$ cat src/rtl/slot_pkg.sv
// Shared types and helpers for the slot machine game controller.
package slot_pkg;

    localparam int NUM_REELS = 3;
    localparam int SYM_W     = 4;

    typedef logic [SYM_W-1:0] symbol_t;

    typedef enum logic [2:0] {IDLE, SPIN, SETTLE, EVAL, SHOW} state_t;

    // One-subtract wrap; the extra sum bit keeps 15+3 from overflowing at NUM_SYMBOLS=16.
    function automatic symbol_t step_sym(symbol_t v, int inc, int ns);
        logic [SYM_W:0] s;
        s = {1'b0, v} + (SYM_W+1)'(inc);
        if (s >= (SYM_W+1)'(ns))
            s = s - (SYM_W+1)'(ns);
        return s[SYM_W-1:0];
    endfunction

endpackage

$ cat src/rtl/tick_gen.sv
// Single-cycle enable every DIV cycles while en is high; counter parked at 0 otherwise.
module tick_gen #(
    parameter int DIV = 4
) (
    input  logic mclk,
    input  logic rst_n,
    input  logic en,
    output logic tick
);

    localparam int CW = $clog2(DIV);

    logic [CW-1:0] cnt;

    assign tick = en && (cnt == CW'(DIV - 1));

    always_ff @(posedge mclk or negedge rst_n) begin
        if (!rst_n)
            cnt <= '0;
        else if (!en || tick)
            cnt <= '0;
        else
            cnt <= cnt + 1'b1;
    end

endmodule

$ cat src/rtl/reel_sequencer.sv
// Slot machine game sequencer: start, spin, staggered stop per reel, evaluate, show result.
module reel_sequencer
    import slot_pkg::*;
#(
    parameter int TICK_DIV     = 2_000_000,
    parameter int NUM_SYMBOLS  = 10,
    parameter int SETTLE_TICKS = 3,
    parameter int HOLD_TICKS   = 25
) (
    input  logic       mclk,
    input  logic       rst_n,
    input  logic       start,
    input  logic       stop,
    output logic [3:0] reel0,
    output logic [3:0] reel1,
    output logic [3:0] reel2,
    output logic [2:0] spinning,
    output logic       busy,
    output logic       win,
    output logic       win_valid
);

    localparam int SW = $clog2(SETTLE_TICKS + 1);
    localparam int HW = $clog2(HOLD_TICKS + 1);

    state_t        state;
    symbol_t       reel    [NUM_REELS];
    symbol_t       stepped [NUM_REELS];
    logic [1:0]    target;
    logic [1:0]    lowest;
    logic [2:0]    remaining;
    logic [SW-1:0] settle_cnt;
    logic [HW-1:0] hold_cnt;
    logic          tick;

    tick_gen #(.DIV(TICK_DIV)) u_tick (
        .mclk  (mclk),
        .rst_n (rst_n),
        .en    (state != IDLE),
        .tick  (tick)
    );

    always_comb begin
        for (int i = 0; i < NUM_REELS; i++)
            stepped[i] = step_sym(reel[i], i + 1, NUM_SYMBOLS);
    end

    always_comb begin
        lowest = '0;
        for (int i = NUM_REELS - 1; i >= 0; i--)
            if (spinning[i]) lowest = 2'(i);
    end

    always_comb begin
        remaining         = spinning;
        remaining[target] = 1'b0;
    end

    always_ff @(posedge mclk or negedge rst_n) begin
        if (!rst_n) begin
            state      <= IDLE;
            for (int i = 0; i < NUM_REELS; i++) reel[i] <= '0;
            spinning   <= '0;
            target     <= '0;
            settle_cnt <= '0;
            hold_cnt   <= '0;
            busy       <= 1'b0;
            win        <= 1'b0;
            win_valid  <= 1'b0;
        end else begin
            win_valid <= 1'b0;
            // Reels only move while their spinning bit is set, so no state gating is needed.
            if (tick)
                for (int i = 0; i < NUM_REELS; i++)
                    if (spinning[i]) reel[i] <= stepped[i];

            case (state)
                IDLE: if (start) begin
                    state    <= SPIN;
                    spinning <= 3'b111;
                    busy     <= 1'b1;
                    win      <= 1'b0;
                end
                SPIN: if (stop) begin
                    state      <= SETTLE;
                    target     <= lowest;
                    settle_cnt <= SW'(SETTLE_TICKS);
                end
                SETTLE: if (tick) begin
                    settle_cnt <= settle_cnt - 1'b1;
                    if (settle_cnt == SW'(1)) begin
                        spinning[target] <= 1'b0;
                        state            <= (remaining != '0) ? SPIN : EVAL;
                    end
                end
                EVAL: begin
                    win       <= (reel[0] == reel[1]) && (reel[1] == reel[2]);
                    win_valid <= 1'b1;
                    hold_cnt  <= HW'(HOLD_TICKS);
                    state     <= SHOW;
                end
                SHOW: if (tick) begin
                    hold_cnt <= hold_cnt - 1'b1;
                    if (hold_cnt == HW'(1)) begin
                        state <= IDLE;
                        busy  <= 1'b0;
                    end
                end
                default: state <= IDLE;
            endcase
        end
    end

    assign reel0 = reel[0];
    assign reel1 = reel[1];
    assign reel2 = reel[2];

endmodule

$ cat config.mk
export PLATFORM = sky130hd
export DESIGN_NAME = reel_sequencer
export DESIGN_NICKNAME = d
export VERILOG_FILES = /design/src/rtl/slot_pkg.sv /design/src/rtl/tick_gen.sv /design/src/rtl/reel_sequencer.sv
export SDC_FILE = /design/constraint.sdc
export NUM_CORES = 1
export LEC_CHECK = 0
export ABC_CLOCK_PERIOD_IN_PS = 3300
export CORE_MARGIN = 2
export CORE_UTILIZATION = 58
export DETAILED_ROUTE_END_ITERATION = 10
export PLACE_DENSITY_LB_ADDON = 0.25
export SYNTH_ARGS = -nofsm -noshare
export SYNTH_HDL_FRONTEND = slang
export SYNTH_SLANG_ARGS = --single-unit
$ cat constraint.sdc
create_clock -name mclk -period 3.3 [get_ports mclk]
set_clock_uncertainty 0.15 [all_clocks]
set_input_delay 0.66 -clock mclk [delete_from_list [all_inputs] [get_ports mclk]]
set_output_delay 0.66 -clock mclk [all_outputs]
set_load 0.01 [all_outputs]
---- Word level (Yosys, flattened, before mapping) ----
Index checks and enable logic that the tools add are counted.
operators by class
  add/sub/neg operators ................... 9
  magnitude comparators ................... 5
  equality and inequality tests ........... 15
  mux-type cells .......................... 33
  bitwise logic cells ..................... 2
  reductions and logical operators ........ 23
operators by type and width
  kind                   count
  $mux 3                 9
  $add 21x1->21 const B  1
  $eq 21x21->1 const B   1
  $mux 21                1
  $ge 5x4->1 const B     3
  $pmux 3 s5             1
  $mux 2                 6
  $mux 4                 3
  $reduce_and 2->1       6
  $sub 4x4->4 const B    3
  $add 4x2->5 const B    2
  $pmux 5 s2             1
  $reduce_bool 2->1      5
  $eq 4x4->1             2
  $ne 2x2->1 const B     4
  $reduce_and 4->1       2
  $eq 3x2->1 const B     2
  $mux 1                 6
  $pmux 3 s2             1
  $reduce_and 6->1       1
  $reduce_bool 3->1      2
  $add 4x1->5 const B    1
  $eq 5x1->1 const B     1
  $mux 5                 1
  18 further kinds       22
storage, ports and cells
  bits in registers ....................... 51
  word-level logic and storage cells ...... 99

---- Depth between registers and ports, before layout ----
  depth after elaboration ................. 11
  gate-level depth with buffers ........... 8
  mapped depth without buffers ............ 8

---- By module ----
From an unflattened synthesis, not the netlist that was laid out.
second synthesis, totals
  cell total of the unflattened synthesis .. 311
  area total of the unflattened synthesis .. 2965.3 µm²
by module, submodules not included
  module          instances  cells an instance  area each (µm²)  sequential area each (µm²)
  reel_sequencer  1          204                1874.3           725.7
  tick_gen        1          107                1091.0           525.5

---- Worst setup path after synthesis ----
No wires, ideal clock.
  path kind ............................... register -> register
  start point ............................. register u_tick.cnt[14]
  end point ............................... register hold_cnt[4]
  arrival ................................. 1.992 ns
  required time ........................... 3.019 ns
  setup slack ............................. 1.026 ns
  stages on the path, launching flop included .. 6
  buffers on the path ..................... 0
  clock period less this slack ............ 2.274 ns
  cell sequence ........................... dfrtp_1 or4_4 nor4_4 nand4_2 o31a_1 or3_1
on the way
  cells in the longest elaborated chain, start to end .. 4
ends and longest elaborated chain
  item                               line                   text
  start: declaration                 tick_gen.sv:13         logic [CW-1:0] cnt;
  start signal: assignment           tick_gen.sv:23         cnt <= cnt + 1'b1;
  $eq 21x21->1                       tick_gen.sv:15         assign tick = en && (cnt == CW'(DIV - 1));
  $logic_and 1x1->1                  tick_gen.sv:15
  $ne 2x1->1 (no source line)        -
  $reduce_and 2->1 (no source line)  -
  end signal: assignment             reel_sequencer.sv:99   hold_cnt <= HW'(HOLD_TICKS);
  end signal: assignment             reel_sequencer.sv:103  hold_cnt <= hold_cnt - 1'b1;
  end: declaration                   reel_sequencer.sv:33   logic [HW-1:0] hold_cnt;
Every way passes these cells.
A chain may end at the register's enable or synchronous reset.

---- Final worst setup path ----
  start point ............................. register u_tick.cnt[0]
  end point ............................... register hold_cnt[4]
The elaborated chain is that of the path after synthesis.

==> summary.md <==
| Metric | Value |
|---|---|
| Status | `finished, final reports clean` |
| Ys Warns | `0` |
| Post-DRT Antenna Nets | `0` |
| Vias in the first global route | `2037` |
| Worst hold slack | `0.298 ns` |
| Startpoint Class | `register` |
| Logic pwr share | `0.015` |
| Placer congestion estimate | `0.892` |
| Hpwl dp | `4.00 mm` |
| FF-to-FF path depth | `6` |
| Least-Margin Pin Slew | `0.825 ns` |
| Maximum vdd drop | `0.000254 V` |
| Mean Syn Cell Area | `9.39 sq um` |
| Worst skew pair latency | `0.30 ns` |
| Final hold vios | `0` |
| Power after layout | `1140 uW` |
| Drt via density | `5.77` |
| Class of the tightest hold or removal check | `input port to async pin` |
| Layout Area Growth over Synthesis | `14.3%` |
| RR Startpoint | `u_tick.cnt[0]$_DFF_PN0_` |
| Routed length per instance | `14.6 microns` |
| Die W | `73.5 microns` |
| Num CTS Buffers | `5` |
| Reg-to-reg critical path endpoint | `hold_cnt[4]$_DFFE_PN0P_` |
| Die ar. | `5390 sq um` |
| Ys async rst share | `1.00` |
| Nets | `338` |
| Clk sink count | `50` |
| Pins over their slew limit | `0` |
| Internal power | `920 uW` |
| Max FO, Critical Path | `7` |
| Syn Inst Count | `298` |
| Synthesized area | `2800 sq um` |
| RSZ-0062 raised after global routing | `false` |
| P_leak | `0.00136 uW` |
| Most common flop cell mapped by yosys | `dfrtp_1` |
| Max cap viols | `0` |
| Final core utilization | `0.681` |
| Kind of critical path | `register to register` |
| TritonRoute pass-1 iters | `4` |
| Initial core utilization | `0.596` |
| Synth top area cells | `dfrtp_1 (45%), xor2_1 (5.6%), ha_1 (5.4%)` |
| PostCTS Resize Cnt | `0` |
| Port Buf Inserts | `20` |
| Grt ovf | `0` |
| Routed vias | `2175` |
| Number of DRC markers in iteration 0 | `99` |
| Max transition margin | `0.450` |
| First-pass GRT wire length | `9.39 mm` |
| Root buffer cell | `clkbuf_8` |
| Hold buffers post-CTS | `0` |
| Maximum clock insertion buffer count | `2` |
| Largest net degree at the start of global routing | `40` |
| Post-synth EDFFs | `0` |
| Die H | `73.5 microns` |
| Critical Path AT | `2.47 ns` |
| CTS H-tree depth | `2` |
| Yosys cell types | `51` |
| Commonest cells post-synth | `dfrtp_1 (50), nor2_1 (35), nand2_1 (30)` |
| Clock network power share | `0.450` |
| Post-CTS setup repair buffer count | `0` |
| Layout cell share with drive strength beyond 1 | `0.0743` |
| Switching power | `224 uW` |
| Achievable Freq | `410 MHz` |
| Reg clk slew, reported paths | `0.10 ns` |
| Post-synth top area share | `0.447` |
| Sw frac | `0.196` |
| Synthesis-stage register bit count | `50` |
| Filler instances | `407` |
| IO Count | `22` |
| Worst EP required | `3.33 ns` |
| Fin crit share | `0.739` |
| Core area | `4690 sq um` |
| Total track usage | `0.222` |
| Rows | `25` |
| Final setup vio count | `0` |
| Mapped Nets | `314` |
| TritonCTS clock tree | `yes` |
| Count leader, synth | `dfrtp_1` |
| Ant. Diodes | `0` |
| Worst reg2reg setup slack | `0.86 ns` |
| Setup TNS | `0 ns` |
| Seq/Total Area, Yosys | `0.447` |
| Minimum clock period | `2.44 ns` |
| WL final | `5.49 mm` |
| Initial antenna violation count | `0` |
| Post-synth top area cell | `dfrtp_1` |
| # DRC | `0` |
| Pwr per Cell Area | `358 nW/um^2` |
| Share of power burned in registers | `0.535` |
| Worst setup EP type | `register` |
## how the worst max path moves through the flow
stage / slack, ns / end / cells after the start / start
after floorplan: 1.03 / hold_cnt[4]$_DFFE_PN0P_ / 5 / u_tick.cnt[14]$_DFF_PN0_
after global placement: 0.92 / u_tick.cnt[4]$_DFF_PN0_ / 6 / u_tick.cnt[9]$_DFF_PN0_
after detailed placement: 0.84 / u_tick.cnt[9]$_DFF_PN0_ / 6 / u_tick.cnt[9]$_DFF_PN0_
after CTS: 0.82 / u_tick.cnt[14]$_DFF_PN0_ / 6 / u_tick.cnt[9]$_DFF_PN0_
after global routing: 0.57 / u_tick.cnt[14]$_DFF_PN0_ / 6 / u_tick.cnt[9]$_DFF_PN0_
final: 0.86 / hold_cnt[4]$_DFFE_PN0P_ / 6 / u_tick.cnt[0]$_DFF_PN0_
## critical path, cell delays in order (launching register included)
cell and delay (ns):
dfrtp_1 0.41, ha_1 0.30, nand2_1 0.16, nor4_4 0.52
nand4_2 0.21, o31a_1 0.27, or3_1 0.30
## power groups by stage
stage	combinational [uW]	sequential [uW]	clock, uW
final	16.6	612	515
after global routing	19.6	612	548
after CTS	17.7	612	520
after detailed placement	17.6	624	0
after global placement	17.3	624	0
after floorplan	1.39	624	0
## sequential cells by signal (all words and copies together) (netlist names)
| signal | flops |
|---|---|
| busy | 1 |
| hold_cnt | 5 |
| reel0 | 4 |
| reel1 | 3 |
| reel2 | 4 |
| settle_cnt | 2 |
| spinning | 3 |
| state | 3 |
| target | 2 |
| u_tick.cnt | 21 |
| win | 1 |
| win_valid | 1 |
## stage by stage
stage	instance area (sq um)	std cells	setup slack [ns]
floorplan	2800	298	1.03
global placement	3060	369	0.920
detailed placement	3060	369	0.840
CTS	3200	377	0.818
global route	3200	377	0.574
finish	3200	377	0.862
## per-layer routing
metal  global-route usage  vias to the layer above  part of all wire
li1                     -                     1087                 -
met1                0.309                     1051              0.49
met2                0.353                       33              0.47
met3               0.0357                        4             0.028
met4               0.0768                        0             0.010
met5                    0                        -                 0
## kinds of logic (layout without fill, tap and decap cells)
| kind of cell | Yosys count | after routing | synth area share |
|---|---|---|---|
| adders and majority gates | 12 | 12 | 0.0537 |
| xor gates and xnor gates | 30 | 30 | 0.0939 |
| and+or+nand+nor | 136 | 136 | 0.261 |
| other | 1 | 1 | 0.00134 |
| AOI/OAI and AO/OA | 42 | 42 | 0.0948 |
| buffers and inverters | 23 | 48 | 0.0326 |
| DFF | 50 | 50 | 0.447 |
| muxes | 4 | 4 | 0.0152 |
## layout by cell type (no fill, tap or decap), types with 3 or more instances in the layout
cell type | Yosys | final
or3_1 | 3 | 3
o31ai_1 | 4 | 4
nand4_1 | 8 | 8
dfrtp_1 | 50 | 50
clkdlybuf4s50_1 | 0 | 19
and3_1 | 5 | 5
nand2_1 | 30 | 30
nand2b_1 | 3 | 3
o21ai_0 | 17 | 17
nand3_1 | 16 | 16
xor2_1 | 18 | 18
ha_1 | 12 | 12
nor2_1 | 35 | 35
clkbuf_8 | 0 | 5
buf_4 | 1 | 4
inv_1 | 16 | 16
nor3_1 | 10 | 10
and4_1 | 4 | 4
a21oi_1 | 5 | 5
xnor2_1 | 12 | 12
## cell type report
type / count / area (sq um) / share of cell area
Clock inverter: 3 / 68.8 / 0.0215
Tap cell: 54 / 67.6 / 0.0211
Inverter: 16 / 60.1 / 0.0188
Sequential cell: 50 / 1250 / 0.391
Clock buffer: 5 / 68.8 / 0.0215
Timing Repair Buffer: 24 / 225 / 0.0705
Multi-Input combinational cell: 225 / 1460 / 0.455
(Power assumes the default switching activity.)
